<file path="src/rtl/hsv_pkg.sv">
// Shared definitions for the HSV frame classifier: hue band bounds, class codes, FSM encoding.
package hsv_pkg;

  localparam int NUM_BANDS = 3;

  localparam int H_N_LO = 30;
  localparam int H_N_HI = 45;
  localparam int H_P_LO = 60;
  localparam int H_P_HI = 80;
  localparam int H_K_LO = 100;
  localparam int H_K_HI = 120;

  localparam logic [1:0] CLS_NONE = 2'd0;
  localparam logic [1:0] CLS_N    = 2'd1;
  localparam logic [1:0] CLS_P    = 2'd2;
  localparam logic [1:0] CLS_K    = 2'd3;

  typedef enum logic [2:0] {
    ST_IDLE,
    ST_SYNC,
    ST_ACCUM,
    ST_DECIDE,
    ST_DONE
  } state_t;

  // Band index order is N, P, K; this order is also the tie priority.
  function automatic int band_lo(input int b);
    case (b)
      0:       return H_N_LO;
      1:       return H_P_LO;
      default: return H_K_LO;
    endcase
  endfunction

  function automatic int band_hi(input int b);
    case (b)
      0:       return H_N_HI;
      1:       return H_P_HI;
      default: return H_K_HI;
    endcase
  endfunction

endpackage

</file>
<file path="src/rtl/hsv_band_counter.sv">
// One hue band: strict (LO, HI) range compare feeding a saturating pixel counter.
module hsv_band_counter #(
  parameter int CNT_W = 20,
  parameter int LO    = 30,
  parameter int HI    = 45
) (
  input  logic             clk,
  input  logic             rst_n,
  input  logic             clr,
  input  logic             en,
  input  logic [8:0]       hue,
  output logic [CNT_W-1:0] cnt
);

  logic hit;
  logic sat;

  assign hit = (hue > 9'(LO)) && (hue < 9'(HI));
  assign sat = &cnt;

  always_ff @(posedge clk or negedge rst_n) begin
    if (!rst_n)                 cnt <= '0;
    else if (clr)               cnt <= '0;
    else if (en && hit && !sat) cnt <= cnt + 1'b1;
  end

endmodule

</file>
<file path="src/rtl/hsv_frame_classifier.sv">
// Frame-level hue band classifier: syncs to vsync, optionally skips frames, counts
// one full frame of N/P/K band pixels and reports the dominant class with a done pulse.
module hsv_frame_classifier
  import hsv_pkg::*;
#(
  parameter int CNT_W      = 20,
  parameter int MIN_PIX    = 1000,
  parameter int FRAME_SKIP = 1
) (
  input  logic             clk,
  input  logic             rst_n,
  input  logic             start,
  input  logic             abort,
  input  logic             hsv_vsync,
  input  logic             hsv_de,
  input  logic [8:0]       hsv_h,
  output logic             busy,
  output logic             done,
  output logic [CNT_W-1:0] cnt_n,
  output logic [CNT_W-1:0] cnt_p,
  output logic [CNT_W-1:0] cnt_k,
  output logic [1:0]       class_id
);

  localparam logic [31:0] MIN_W = 32'(MIN_PIX);

  state_t     state, nxt;
  logic       vs_d;
  logic       fs;
  logic [3:0] skip_cnt;
  logic       cnt_clr;
  logic       cnt_en;
  logic       abort_act;

  logic [NUM_BANDS-1:0][CNT_W-1:0] cnt_all;
  logic [CNT_W-1:0]                win_max;
  logic [1:0]                      win_cls;

  assign fs        = hsv_vsync & ~vs_d;
  assign abort_act = abort && (state != ST_IDLE);

  always_ff @(posedge clk or negedge rst_n) begin
    if (!rst_n) vs_d <= 1'b0;
    else        vs_d <= hsv_vsync;
  end

  always_ff @(posedge clk or negedge rst_n) begin
    if (!rst_n) state <= ST_IDLE;
    else        state <= nxt;
  end

  always_comb begin
    nxt     = state;
    cnt_clr = 1'b0;
    cnt_en  = 1'b0;
    if (abort_act) begin
      nxt = ST_IDLE;
    end else begin
      case (state)
        ST_IDLE:   if (start && !abort) nxt = ST_SYNC;
        ST_SYNC: begin
          if (fs && skip_cnt == 4'd0) begin
            nxt     = ST_ACCUM;
            cnt_clr = 1'b1;
          end
        end
        // The fs cycle carries vsync=1, so its pixel is never counted.
        ST_ACCUM: begin
          if (fs) nxt = ST_DECIDE;
          else    cnt_en = hsv_de && !hsv_vsync;
        end
        ST_DECIDE: nxt = ST_DONE;
        ST_DONE:   nxt = ST_IDLE;
        default:   nxt = ST_IDLE;
      endcase
    end
  end

  always_ff @(posedge clk or negedge rst_n) begin
    if (!rst_n)
      skip_cnt <= 4'd0;
    else if (state == ST_IDLE && start && !abort)
      skip_cnt <= 4'(FRAME_SKIP);
    else if (state == ST_SYNC && fs && !abort && skip_cnt != 4'd0)
      skip_cnt <= skip_cnt - 4'd1;
  end

  for (genvar b = 0; b < NUM_BANDS; b++) begin : g_band
    hsv_band_counter #(
      .CNT_W (CNT_W),
      .LO    (band_lo(b)),
      .HI    (band_hi(b))
    ) u_band (
      .clk   (clk),
      .rst_n (rst_n),
      .clr   (cnt_clr),
      .en    (cnt_en),
      .hue   (hsv_h),
      .cnt   (cnt_all[b])
    );
  end

  assign cnt_n = cnt_all[0];
  assign cnt_p = cnt_all[1];
  assign cnt_k = cnt_all[2];

  // Ties resolve N > P > K through the >= ordering.
  always_comb begin
    win_max = cnt_all[0];
    win_cls = CLS_N;
    if (cnt_all[0] >= cnt_all[1] && cnt_all[0] >= cnt_all[2]) begin
      win_max = cnt_all[0];
      win_cls = CLS_N;
    end else if (cnt_all[1] >= cnt_all[2]) begin
      win_max = cnt_all[1];
      win_cls = CLS_P;
    end else begin
      win_max = cnt_all[2];
      win_cls = CLS_K;
    end
  end

  always_ff @(posedge clk or negedge rst_n) begin
    if (!rst_n)
      class_id <= CLS_NONE;
    else if (state == ST_DECIDE && !abort)
      class_id <= (32'(win_max) < MIN_W) ? CLS_NONE : win_cls;
  end

  assign busy = (state != ST_IDLE);
  assign done = (state == ST_DONE) && !abort;

endmodule

</file>
<file path="config.mk">
export PLATFORM = sky130hd
export DESIGN_NAME = hsv_frame_classifier
export DESIGN_NICKNAME = d
export VERILOG_FILES = /design/src/rtl/hsv_pkg.sv /design/src/rtl/hsv_band_counter.sv /design/src/rtl/hsv_frame_classifier.sv
export SDC_FILE = /design/constraint.sdc
export NUM_CORES = 1
export LEC_CHECK = 0
export BUFFER_PORTS_ARGS = -buffer_cell sky130_fd_sc_hd__buf_2
export CAP_MARGIN = 10
export CORE_MARGIN = 2
export CORE_UTILIZATION = 53
export DETAILED_ROUTE_END_ITERATION = 16
export GPL_TIMING_DRIVEN = 0
export MAX_ROUTING_LAYER = met4
export PLACE_DENSITY = 0.76
export RECOVER_POWER = 25
export SLEW_MARGIN = 20
export SYNTH_ARGS = -nofsm -noshare
export SYNTH_HDL_FRONTEND = slang
export SYNTH_SLANG_ARGS = --single-unit
</file>
<file path="constraint.sdc">
create_clock -name clk -period 2.24 [get_ports clk]
set_input_delay 0.112 -clock clk [delete_from_list [all_inputs] [get_ports clk]]
set_output_delay 0.112 -clock clk [all_outputs]
set_load 0.02 [all_outputs]
</file>
==> flow_metrics.tcl <==
set metrics [dict create \
    status "finished, violations left" \
    failed_checks "negative setup slack" \
    setup_viol_count_final 6 \
    die_h_um 103.5 \
    setup_tns_ns -0.3181 \
    power_leakage_uw 0.003155 \
    p_comb_frac 0.366 \
    grt_pass1_wl_mm 26.03 \
    fin_crit_sh 1.063 \
    synth_top_cell_by_area "dfrtp_1" \
    area_growth_syn_to_layout_pct 26.16 \
    dr.pass1.iters 5 \
    synth_seq_cells 70 \
    wl_per_cell_um 18.90 \
    fin_skew_ns 0.01711 \
    die_w_um 103.5 \
    clk_path_buf_depth 2 \
    dpl.hpwl_mm 11.32 \
    netlist_instances 599 \
    p_clk_frac 0.266 \
    dpl_cell_area_um2 5876 \
    critical_path_class "reg2reg" \
    start_util 0.5419 \
    cts_tree "built" \
    drive_above_1_share 0.2606 \
    synth_area_per_cell_um2 8.760 \
    slew_violations 0 \
    num_io_pins 79 \
    p_int_uw 2683 \
    insertion_delay_ns 0.36 \
    synth_edf_count 0 \
    fp.dieArea_um2 10710 \
    synth_top_area_frac 0.3338 \
    drtAntennaViolNets 0 \
    place_ws_ns -0.5232 \
    power.density_nw_per_um2 666.8 \
    grt_pass1_vias 5141 \
    place.gp.congestion 0.9347 \
    final_nets 804 \
    relSlewSlack 0.3946 \
    drt_iter0_drc 490 \
    grt_antenna_before_repair 0 \
    pwr-share-seq 0.368 \
    seq_area_frac_synth 0.3338 \
    worstMarginPinSlew_ns 0.9081 \
    arrival_ns 2.65 \
    clk_pin_slew_ns 0.09 \
    finish.instance_area_um2 6620 \
    grt_max_degree 38 \
    ir_drop_uv 397.2 \
    max-cap-violations 0 \
    via_count 5340 \
    core_um2 9684 \
    synth_ff_type "dfrtp_1" \
    fillers 736 \
    min_period_ns 2.381 \
    swShare 0.3922 \
    netlist_area_um2 5248 \
    cp-start-kind "flop" \
    numCtsBuffers 9 \
    drc 0 \
    crit_path_max_incr_delay_ns 0.50 \
    wirelength_mm 16.30 \
    globalRouteOverflowTotal 0 \
    cp_slowest_cell "or4b_4" \
    rsz0062_at_grt "yes" \
    viasPerCell 6.195 \
    final_hold_viol_count 0 \
    synth_fp_nets 679 \
    cts_sinks 70 \
    rows 36 \
    grt_usage 0.3092 \
    crit_fanout 2 \
    cp-end-kind "flop" \
    worstPathCellList "inv_4, ha_4, and2_4, a221o_1, a221oi_2, o21ai_1, or4b_4, o211ai_1" \
    portBuffers 78 \
    worstHoldPathType "in2reg" \
    ys.warnings.count 0 \
    cts_root_buffer "clkbuf_8" \
    synth.distinct_cells 58 \
    async_reset_ff_frac 1.000 \
    n_antenna_cell 0 \
    p_sw_uw 1731 \
    fmax_mhz 419.9 \
    worst_slack_ns -0.1413 \
    cp.required_ns 2.50 \
    cts_max_level 3 \
    yosys-top-cells-area "dfrtp_1 33%, ha_1 15%, xnor2_1 5.7%" \
]
==> per-layer routing <==
| metal | GRT usage | vias to the layer above | share of wire |
|---|---|---|---|
| met5 | - | - | 0 |
| met1 | 0.3969 | 2577 | 0.41 |
| met2 | 0.4886 | 278 | 0.48 |
| li1 | - | 2435 | - |
| met4 | 0.1274 | 0 | 0.031 |
| met3 | 0.05160 | 50 | 0.079 |
==> Yosys cell counts (3+ instances only) <==
cell / count
dfrtp_1: 70
nor2_1: 68
ha_1: 65
inv_1: 52
nand4_1: 36
xnor2_1: 34
nand2_1: 32
nand3_1: 32
a21oi_1: 30
o21ai_0: 23
nor3_1: 21
nor4_1: 15
or3_1: 11
xor2_1: 11
a21o_1: 8
and3_1: 8
clkbuf_1: 7
o211ai_1: 6
and2_1: 5
a31oi_1: 4
and4_1: 4
or4_1: 4
a211oi_1: 3
a221oi_1: 3
buf_1: 3
o21a_1: 3
==> cell usage in the layout (no fill, tap or decap), types with 7 or more instances in the layout <==
cell type,count
buf_2,78
or3_1,11
nor2_1,66
xnor2_1,34
nand3_1,31
xor2_1,11
dfrtp_1,57
inv_1,48
nand4_1,36
o21ai_0,21
and3_1,7
clkbuf_8,10
ha_1,61
a21o_1,8
a21oi_1,30
dfrtp_2,13
nor3_1,17
nand2_1,31
buf_4,30
nor4_1,11
==> layout make-up <==
class | instances | area [um^2] | share of cell area
timing repair buffer | 115 | 683.2 | 0.1032
multi-input combinational | 466 | 3513 | 0.5307
clock buffer | 12 | 145.1 | 0.02192
sequential | 70 | 1768 | 0.2671
buffer | 10 | 71.32 | 0.01077
clock inverter | 4 | 70.07 | 0.01058
inverter | 52 | 202.7 | 0.03062
tap | 133 | 166.4 | 0.02514
==> critical path, delay by kind of cell, from the launching register on <==
kind            cells  cell delay, ns
compound gates      4            0.91
fa+ha+maj           1            0.19
buf+inv             1            0.08
flops               1            0.44
simple gates        2            0.65
==> registers in the layout, summed over array words and instances (netlist names) <==
signal	flops
state	3
skip_cnt	4
vs_d	1
g_band.u_band.cnt	60
class_id	2
==> through the flow <==
stage / utilization / total power (uW) / std cells / hold WS (ns)
2_1_floorplan: - / 2543 / 599 / -0.1836
3_3_place_gp: 0.6037 / 2947 / 810 / 0.2945
3_5_place_dp: 0.6067 / 3017 / 811 / 0.09661
4_1_cts: 0.6621 / 4314 / 851 / 0.08849
5_1_grt: 0.6836 / 4621 / 862 / 0.1188
6_report: 0.6836 / 4414 / 862 / 0.09874
==> path summary, 6_finish.rpt <==
kind                                           from                  endpoint  slack [ns]  depth (start not counted)
setup / recovery           g_band[2].u_band.cnt[14]               class_id[0]       -0.14                          8
hold / removal                                start                  state[0]         0.1                          3
setup reg to reg           g_band[2].u_band.cnt[14]               class_id[0]       -0.14                          8
hold reg to reg                         skip_cnt[0]               skip_cnt[0]        0.51                          1
max in group asynchronous                     rst_n   g_band[1].u_band.cnt[8]        0.38                          3
min in group asynchronous                     rst_n  g_band[0].u_band.cnt[17]        0.40                          2
==> cells by family after synthesis <==
group                      synth area share
and+or+nand+nor                      0.2732
adders and majority gates            0.1550
buffers and inverters               0.04745
xor gates and xnor gates            0.07511
AOI/OAI and AO/OA                    0.1154
DFF                                  0.3338
==> what timing repair did <==
item | in CTS | in global routing
pin swaps | 14 | 24
resized for setup | 28 | 37
gates cloned | 1 | 0
buffers inserted | 21 | 12
hold buffers | 3 | 0
endpoints found under the setup margin | 61 | 59
hold endpoints to repair | 35 | 0
==> power groups by stage <==
stage | registers [uW] | clock network, uW | logic [uW]
4_1_cts | 1610 | 1180 | 1520
3_5_place_dp | 1650 | 0 | 1360
6_report | 1620 | 1170 | 1620
5_1_grt | 1640 | 1230 | 1750
2_1_floorplan | 1780 | 0 | 762
3_3_place_gp | 1650 | 0 | 1300
(Power assumes the default switching activity.)
